**config.mk**
```make
export PLATFORM = sky130hd
export DESIGN_NAME = countdown_timer
export DESIGN_NICKNAME = d
export VERILOG_FILES = /design/src/rtl/countdown_timer.sv
export SDC_FILE = /design/constraint.sdc
export NUM_CORES = 1
export LEC_CHECK = 0
export ABC_AREA = 1
export CORE_UTILIZATION = 52
export DETAILED_ROUTE_END_ITERATION = 10
export PLACE_DENSITY_LB_ADDON = 0.08
export SYNTH_ARGS = -nofsm -noshare
export SYNTH_HDL_FRONTEND = slang
export SYNTH_SLANG_ARGS = --single-unit
```
**constraint.sdc**
```tcl
create_clock -name clk -period 4.2 [get_ports clk]
set_clock_uncertainty 0.1 [all_clocks]
set_input_delay 0.84 -clock clk [delete_from_list [all_inputs] [get_ports clk]]
set_output_delay 0.84 -clock clk [all_outputs]
set_load 0.01 [all_outputs]
```
**src/rtl/countdown_timer.sv**
```systemverilog
// Loadable down-counter with one-shot or periodic auto-reload operation.
// Drives a registered one-cycle done pulse on terminal count plus state flags.
module countdown_timer #(
  parameter int WIDTH = 5
) (
  input  logic             clk,
  input  logic             rst,
  input  logic             clr,
  input  logic [WIDTH-1:0] cnt_in,
  input  logic             load,
  input  logic             enab,
  input  logic             auto_reload,
  output logic [WIDTH-1:0] cnt_out,
  output logic             done,
  output logic             busy,
  output logic             expired,
  output logic             zero
);

  typedef enum logic [1:0] {
    IDLE    = 2'd0,
    RUN     = 2'd1,
    EXPIRED = 2'd2
  } state_t;

  typedef struct packed {
    state_t           state;
    logic [WIDTH-1:0] cnt;
    logic [WIDTH-1:0] reload;
    logic             done;
  } step_t;

  localparam logic [WIDTH-1:0] CNT_ZERO = {WIDTH{1'b0}};
  localparam logic [WIDTH-1:0] CNT_ONE  = {{(WIDTH-1){1'b0}}, 1'b1};

  state_t           state;
  logic [WIDTH-1:0] reload_val;

  // Next state/count/reload/done for one edge; priority clr > load > count.
  function automatic step_t step_fn(
    input state_t           st,
    input logic [WIDTH-1:0] cnt,
    input logic [WIDTH-1:0] rld,
    input logic             clr_in,
    input logic [WIDTH-1:0] din,
    input logic             ld,
    input logic             en,
    input logic             ar
  );
    step_t r;
    r.state  = st;
    r.cnt    = cnt;
    r.reload = rld;
    r.done   = 1'b0;
    if (clr_in) begin
      r.state = IDLE;
      r.cnt   = CNT_ZERO;
    end else if (ld) begin
      r.cnt    = din;
      r.reload = din;
      r.state  = (din != CNT_ZERO) ? RUN : IDLE;
    end else begin
      case (st)
        IDLE: begin
          r.state = IDLE;
        end
        RUN: begin
          if (en) begin
            if (cnt == CNT_ONE) begin
              r.done = 1'b1;
              // auto_reload only matters on the terminal cycle
              if (ar) begin
                r.cnt = rld;
              end else begin
                r.cnt   = CNT_ZERO;
                r.state = EXPIRED;
              end
            end else if (cnt > CNT_ONE) begin
              r.cnt = cnt - CNT_ONE;
            end else begin
              r.cnt = CNT_ZERO;
            end
          end else begin
            r.cnt = cnt;
          end
        end
        EXPIRED: begin
          r.cnt = CNT_ZERO;
        end
        default: begin
          r.state = IDLE;
          r.cnt   = CNT_ZERO;
        end
      endcase
    end
    return r;
  endfunction

  // State, count, reload value and done pulse registers.
  always_ff @(posedge clk or posedge rst) begin
    if (rst) begin
      state      <= IDLE;
      cnt_out    <= CNT_ZERO;
      reload_val <= CNT_ZERO;
      done       <= 1'b0;
    end else begin
      {state, cnt_out, reload_val, done} <= step_fn(state, cnt_out, reload_val,
                                                    clr, cnt_in, load, enab,
                                                    auto_reload);
    end
  end

  assign busy    = (state == RUN);
  assign expired = (state == EXPIRED);
  assign zero    = (cnt_out == CNT_ZERO);

endmodule

```
==> flow_summary_export.csv, run 1 <==
group,metric,value,unit
place,dpl.hpwl,1390,um
pwr,p_int,0.2304,mW
route,wl_per_cell,10.54,um
run_status,outcome,"finished, final reports clean",
layout,syn2layout_area_growth,26.62,%
die,io_pins,20,
timing,whs,0.4104,ns
pwr,p_leak,0.5898,nW
clock_tree,insertion_delay,0.28,ns
critical_path,path_cells,"inv_1, ha_1, nand2_1, nor2_1, clkdlybuf4s50_1",
timing,max_freq,378.0,MHz
die,rows,14,
global_routing,grt_pass1_wl,2987,um
timing,slew_headroom,0.6496,
critical_path,r2r_slack,2.70,ns
layout,drive_above_1_share,0.1644,
timing,tightest_slew,0.5250,ns
clock_tree,clockRootBuffer,"clkbuf_4",
critical_path,critPathRequiredTime,3.26,ns
clock_tree,ctsResizeCount,0,
timing,period_share,0.6298,
timing,final.min_clock_period,2.645,ns
hold_path,holdPathEnd,"reload_val[1]",
layout,nets,161,
global_routing,grt_max_degree,14,
global_routing,antenna_found_initial,0,
synth,postSynthAreaPerCell,7.222,um^2
timing,slew_viol_final,0,
pwr,power.density,312.9,nW/um^2
synth,syn_nets,137,
synth,synth_cells,123,
route,drc,0,
die,fp.dieH,43.33,um
pwr,p_sw,0.1215,mW
die,core_area,1559,um^2
route,dr.pass1.iters,4,
synth,yosys_warnings,0,
clock_tree,clock_path_buffers,2,
layout,fillers,128,
clock_tree,cts_tree,"done",
place,place.gp.congestion,0.8333,
route,num_vias,812,
place,port_buffers,19,
critical_path,critPathKind,"reg2out",
critical_path,slowest_delay,0.53,ns
hold_path,hp-class,"reg2reg",
die,dieArea,1877,um^2
pwr,vdd.ir_drop.worst,0.0002049,V
pwr,power_frac_seq,0.432,
critical_path,reg2reg_depth,8,
critical_path,crit_path_start_kind,"register",
global_routing,track_usage,0.2135,
hold_path,holdPathStages,2,
clock_tree,cts_setup_buffers,0,
critical_path,crit_start,"cnt_out[0]",
clock_tree,cts_hold_buf,0,
die,start_util,0.5698,
hold_path,min_from,"reload_val[1]",
global_routing,grt-ovfl-total,0,
synth,ys_types,19,
critical_path,crit_fanout,6,
die,die_x,43.33,um
synth,ys_seq_area_frac,0.3662,
timing,rsz0062_at_grt,"false",
route,wl,1708,um
clock_tree,cts.htree.levels,1,
critical_path,slowest_stage,"clkdlybuf4s50_1",
synth,syn_area,888.4,um^2
pwr,combPwrFrac,0.344,
clock_tree,clkTransAtPathRegs,0.08,ns
global_routing,grt_pass1_vias,708,
critical_path,r2r_end,"state[1]",
timing,hold_viol_final,0,
layout,diodes,0,
route,drt-initial-drc-count,13,
synth,yosys_register_bits,13,
critical_path,arrival,1.71,ns
route,antenna_left,0,
route,via_per_inst,5.012,
clock_tree,cts_sinks,13,
pwr,clkPwrFrac,0.224,
pwr,p_sw_frac,0.3454,
timing,setup_viol,0,
timing,fin_tns_setup,0,ns
flow_run,maxCapViolCount,0,
critical_path,end_kind,"output port",
clock_tree,numCtsBuffers,3,
critical_path,r2r-start,"cnt_out[1]",
-- cells in the mapped netlist --
library cell  count  share of area
nand2_1          34           0.14
inv_1            20          0.085
nor2_1           14          0.059
dfrtp_1          13           0.37
nand3_1          10          0.056
o21ai_0           6          0.034
a21oi_2           5          0.049
ha_1              3          0.042
nor2_2            3          0.021
inv_2             2         0.0085
nand2_4           2          0.025
nand3_2           2          0.023
nor2_4            2          0.025
o21ai_2           2          0.020
and2b_4           1          0.011
clkinv_2          1         0.0056
nand2_2           1         0.0070
o21a_1            1         0.0085
xor2_1            1         0.0099
-- kinds of logic after synthesis --
group,Yosys count,share of synthesized area
compound gates,14,0.1113
xor+xnor,1,0.009861
fa+ha+maj,3,0.04226
buf+inv,23,0.09859
flops,13,0.3662
simple gates,69,0.3718
-- area by class of cell --
cell class / instances / area [um^2] / area share
multi-input combinational: 87 / 475.5 / 0.4227
sequential: 13 / 325.3 / 0.2892
timing repair buffer: 19 / 190.2 / 0.1691
inverter: 23 / 87.58 / 0.07786
clock buffer: 4 / 26.28 / 0.02336
tap: 16 / 20.02 / 0.01780
-- critical path, delay by kind of cell, from the launching register on --
kind          cells  cell delay [ns]
fa+ha+maj         1             0.17
buf+inv           2             0.71
flops             1             0.42
simple gates      2             0.13
-- stage by stage --
step                setup slack [ns]  instance area [um^2]  utilization  total power, mW  cells
floorplan                      2.313                 888.4            -           0.2311    123
global placement               1.901                  1099       0.7047           0.2735    158
detailed placement             1.850                  1099       0.7047           0.2765    158
CTS                            1.544                  1125       0.7215           0.3540    162
global route                   1.457                  1125       0.7215           0.3762    162
finish                         1.555                  1125       0.7215           0.3519    162
-- layer usage --
metal | up-vias | global-route usage | share of wire
met5 | - | 0 | 0
met4 | 0 | 0.1125 | 0.023
met3 | 5 | 0.02500 | 0.037
met2 | 21 | 0.3394 | 0.47
met1 | 360 | 0.2869 | 0.47
li1 | 426 | - | -
-- power groups by stage --
| stage | Clock, mW | Combinational, mW | Sequential [mW] |
|---|---|---|---|
| after floorplan | 0 | 0.0763 | 0.155 |
| after global placement | 0 | 0.120 | 0.154 |
| after detailed placement | 0 | 0.122 | 0.155 |
| after CTS | 0.0797 | 0.122 | 0.152 |
| after global routing | 0.0849 | 0.137 | 0.154 |
| final | 0.0788 | 0.121 | 0.152 |
-- sequential cells by signal (all words and copies together) (netlist names) --
name / cells
done: 1
state: 2
reload_val: 5
cnt_out: 5
-- layout by cell type (no fill, tap or decap), types with 3 or more instances in the layout --
cell type,Yosys,final
nor2_2,3,3
nand2_1,34,34
clkdlybuf4s50_1,0,19
nor2_1,14,14
nand3_1,10,10
ha_1,3,3
inv_1,20,20
dfrtp_1,13,13
o21ai_0,6,6
a21oi_2,5,5
clkbuf_4,0,3
-- worst max path at each step --
stage	endpoint	slack, ns	cells after the start
after detailed placement	zero	1.85	5
after floorplan	zero	2.31	4
final	zero	1.55	5
after global placement	zero	1.90	5
after global routing	zero	1.46	5
after CTS	zero	1.54	5
Power figures use the tool's default switching activity.
==> run 2: changes to the inputs <==
Settings changed: CORE_UTILIZATION 52 to 44.
Clock period 4.2 ns to 2.4 ns, I/O delays scaled along.
==> run 2 against run 1 <==
Via count is 0.74% lower. Clock power is 74% higher. Power is 75% higher. Final area is 1.0% higher. Worst setup slack worse by 1.4 ns. Sequential share of layout area is 0.29 points lower. Critical endpoint unchanged. Hold slack better by 0.0086 ns.
==> flow_summary_export.csv, run 2 (synthesized netlist as in run 1, its figures left out) <==
group,metric,value,unit
hold_path,hp-class,"reg2reg",
route,wl,1709,um
flow_run,maxCapViolCount,0,
critical_path,arrival,1.64,ns
place,dpl.hpwl,1414,um
pwr,power.density,542.3,nW/um^2
critical_path,crit_fanout,6,
clock_tree,cts_sinks,13,
timing,rsz0062_at_grt,"false",
global_routing,grt_pass1_wl,2877,um
global_routing,antenna_found_initial,0,
layout,fillers,185,
layout,syn2layout_area_growth,27.89,%
run_status,outcome,"finished, final reports clean",
route,wl_per_cell,9.994,um
place,port_buffers,19,
timing,slew_headroom,0.6567,
critical_path,slowest_delay,0.53,ns
layout,layout_commonest_cell,"nand2_1",
die,fp.dieH,46.94,um
die,start_util,0.4931,
route,num_vias,806,
global_routing,track_usage,0.1870,
critical_path,critPathRequiredTime,1.82,ns
die,rows,15,
critical_path,path_cells,"nor2_1, nand2_1, nor2_1, clkdlybuf4s50_1",
global_routing,grt_util_met3,0.03462,
timing,max_freq,449.7,MHz
place,place_area,1110,um^2
layout,mostFrequentLayoutCells,"34 x nand2_1, 19 x inv_1, 19 x clkdlybuf4s50_1, 14 x nor2_1, 13 x dfrtp_1",
route,drc,0,
timing,final.min_clock_period,2.224,ns
timing,tightest_slew,0.5144,ns
global_routing,busiest_layer,"met2",
timing,slew_viol_final,0,
clock_tree,cts_setup_buffers,0,
timing,period_share,0.9266,
layout,diodes,0,
layout,fin_area,1136,um^2
critical_path,end_kind,"output port",
critical_path,slowest_stage,"clkdlybuf4s50_1",
critical_path,crit_path_start_kind,"register",
global_routing,grt_max_degree,14,
route,via_per_inst,4.713,
timing,setup_viol,0,
critical_path,critPathKind,"reg2out",
pwr,power,0.6161,mW
place,place_ws,0.4164,ns
global_routing,grt-ovfl-total,0,
global_routing,grt_pass1_vias,677,
clock_tree,clock_path_buffers,2,
timing,hold_viol_final,0,
route,antenna_left,0,
global_routing,met2_usage,0.3000,
route,dr.pass1.iters,4,
critical_path,crit_top_cell,"nor2_1",
layout,drive_above_1_share,0.1712,
place,place.gp.congestion,0.7893,
clock_tree,insertion_delay,0.28,ns
clock_tree,cts.htree.levels,1,
layout,nets,161,
timing,layout_setup_ws,0.1762,ns
die,die_x,46.94,um
pwr,p_leak,0.5894,nW
timing,fin_tns_setup,0,ns
route,drt-initial-drc-count,19,
die,dieArea,2203,um^2
clock_tree,clkTransAtPathRegs,0.08,ns
layout,reg.largest.list,"cnt_out (5), reload_val (5), state (2)",
pwr,vdd.ir_drop.worst,0.0003069,V
die,core_area,1802,um^2
die,io_pins,20,
layout,postLayoutCoreUtil,0.6306,
clock_tree,cts_tree,"done",
global_routing,use_met1,0.2441,
clock_tree,clockRootBuffer,"clkbuf_4",
clock_tree,numCtsBuffers,3,
run 2: final cells by class:
cell class / instances / area (um^2) / share of cell area
repair buffers: 19 / 190.2 / 0.1674
flip-flops and latches: 13 / 325.3 / 0.2863
inverters: 23 / 87.58 / 0.07709
multi-input cells: 87 / 475.5 / 0.4185
well taps: 25 / 31.28 / 0.02753
clock buffers: 4 / 26.28 / 0.02313
run 2: timing repair:
item                                    in CTS  in global routing
hold buffers                                 0                  0
endpoints found under the setup margin       0                  1
endpoints found under the hold margin        0                  0
gates resized for setup                      0                  1
run 2: worst paths after layout:
| check | start | endpoint | slack [ns] | depth (start not counted) |
|---|---|---|---|---|
| setup / recovery | cnt_out[2] | zero | 0.18 | 4 |
| hold / removal | reload_val[0] | reload_val[0] | 0.42 | 2 |
| setup reg to reg | cnt_out[1] | state[1] | 0.88 | 8 |
| hold reg to reg | reload_val[0] | reload_val[0] | 0.42 | 2 |
| max in group asynchronous | rst | cnt_out[4] | 1.42 | 2 |
| min in group asynchronous | rst | reload_val[2] | 0.43 | 2 |
run 2: critical path: cells and delay by family, from the launching register on:
family	cells	cell delay [ns]
buffers and inverters	1	0.53
DFF	1	0.48
and+or+nand+nor	3	0.35
run 2: power breakdown:
group | internal (mW) | switching (mW) | leakage [nW]
logic | 0.0964 | 0.115 | 0.408
clock network | 0.0644 | 0.0729 | 0.0150
registers | 0.242 | 0.0250 | 0.166
run 2: layer usage:
layer	part of all wire	vias up
met4	0.0076	0
met2	0.47	21
li1	-	425
met3	0.036	2
met5	0	-
met1	0.49	358
run 2: per-stage QoR:
step	cells	hold WS (ns)
5_1_grt	171	0.4438
3_5_place_dp	167	0.3965
6_report	171	0.4190
3_3_place_gp	167	0.3850
2_1_floorplan	123	0.2570
4_1_cts	171	0.4159
==> run 3: changes to the inputs <==
Settings changed: PLACE_DENSITY from default to 0.74, PLACE_DENSITY_LB_ADDON 0.08 to default.
==> run 3 against run 2 <==
Register-to-register slack better by 0.03 ns. Combinational power about the same. Critical path type unchanged. Final cell count unchanged. Sequential power barely moved.
==> flow_summary_export.csv, run 3 (synthesized netlist as in run 1, its figures left out) <==
group,metric,value,unit
timing,max_freq,436.1,MHz
die,start_util,0.4931,
global_routing,grt_pass1_wl,2835,um
route,wl_per_cell,9.930,um
place,dpl.hpwl,1407,um
critical_path,slowest_delay,0.54,ns
global_routing,grt_pass1_vias,678,
pwr,p_leak,0.5898,nW
run_status,outcome,"finished, final reports clean",
timing,fin_tns_setup,0,ns
layout,drive_above_1_share,0.1644,
place,place_ws,0.4132,ns
place,dp_cells,167,
layout,fillers,178,
clock_tree,clockRootBuffer,"clkbuf_4",
die,fp.dieH,46.94,um
global_routing,grt-ovfl-total,0,
layout,reg.largest.list,"cnt_out (5), reload_val (5), state (2)",
timing,period_share,0.9553,
route,wl,1698,um
route,num_vias,818,
timing,setup_viol,0,
die,rows,15,
critical_path,crit_path_start_kind,"register",
clock_tree,cts_hold_buf,0,
timing,tightest_slew,0.5284,ns
clock_tree,clock_path_buffers,2,
pwr,vdd.ir_drop.worst,0.0004064,V
clock_tree,cts.htree.levels,1,
timing,slew_headroom,0.6473,
layout,nets,161,
clock_tree,insertion_delay,0.28,ns
place,place_area,1110,um^2
global_routing,antenna_found_initial,0,
die,io_pins,20,
timing,rsz0062_at_grt,"false",
clock_tree,cts_setup_buffers,0,
critical_path,slowest_stage,"clkdlybuf4s50_1",
layout,fin_area,1136,um^2
layout,postLayoutCoreUtil,0.6306,
layout,mostFrequentLayoutCells,"34 x nand2_1, 20 x inv_1, 19 x clkdlybuf4s50_1, 14 x nor2_1, 13 x dfrtp_1",
die,core_area,1802,um^2
critical_path,critPathKind,"reg2out",
critical_path,end_kind,"output port",
clock_tree,cts_tree,"done",
clock_tree,cts_sinks,13,
critical_path,arrival,1.71,ns
timing,layout_setup_ws,0.1072,ns
route,dr.pass1.iters,4,
route,antenna_left,0,
layout,diodes,0,
pwr,power,0.6203,mW
die,die_x,46.94,um
place,place.gp.congestion,0.7648,
clock_tree,clkTransAtPathRegs,0.08,ns
die,dieArea,2203,um^2
layout,syn2layout_area_growth,27.89,%
layout,layout_commonest_cell,"nand2_1",
critical_path,critPathRequiredTime,1.82,ns
route,via_per_inst,4.784,
timing,hold_viol_final,0,
place,port_buffers,19,
global_routing,grt_max_degree,14,
critical_path,path_cells,"inv_1, ha_1, nand2_1, nor2_1, clkdlybuf4s50_1",
route,drt-initial-drc-count,19,
pwr,power.density,546.0,nW/um^2
timing,slew_viol_final,0,
clock_tree,numCtsBuffers,3,
route,drc,0,
flow_run,maxCapViolCount,0,
hold_path,hp-class,"reg2reg",
clock_tree,ctsResizeCount,0,
critical_path,crit_fanout,6,
timing,final.min_clock_period,2.293,ns
global_routing,track_usage,0.1853,
timing,whs,0.4164,ns
layout,instances_no_fill,171,
[run 3: power breakdown]
part	total, mW	switching [mW]	internal [mW]
logic	0.213	0.117	0.0963
clock network	0.141	0.0764	0.0646
registers	0.266	0.0237	0.242
[run 3: layout make-up]
class / instances / area, um^2 / share of cell area
multi-input combinational: 87 / 475.5 / 0.4185
sequential: 13 / 325.3 / 0.2863
timing repair buffer: 19 / 190.2 / 0.1674
inverter: 23 / 87.58 / 0.07709
tap: 25 / 31.28 / 0.02753
clock buffer: 4 / 26.28 / 0.02313
[run 3: worst paths after layout]
check / from / to / slack, ns / depth (start not counted)
hold / removal: reload_val[4] / reload_val[4] / 0.42 / 2
hold reg to reg: reload_val[4] / reload_val[4] / 0.42 / 2
min in group asynchronous: rst / reload_val[0] / 0.43 / 2
setup reg to reg: cnt_out[1] / state[1] / 0.91 / 8
max in group asynchronous: rst / cnt_out[2] / 1.42 / 2
setup / recovery: cnt_out[0] / zero / 0.11 / 5
[run 3: per-layer routing]
| metal | vias to the layer above | GRT usage | share of wire |
|---|---|---|---|
| li1 | 426 | - | - |
| met1 | 362 | 0.2398 | 0.47 |
| met2 | 26 | 0.3000 | 0.47 |
| met3 | 4 | 0.03462 | 0.043 |
| met4 | 0 | 0.08571 | 0.015 |
| met5 | - | 0 | 0 |
[run 3: critical path, delay by kind of cell, from the launching register on]
kind	cells	cell delay [ns]
buffers and inverters	2	0.72
adder cells (fa/ha/maj)	1	0.18
AND/OR/NAND/NOR	2	0.13
flip-flops	1	0.41
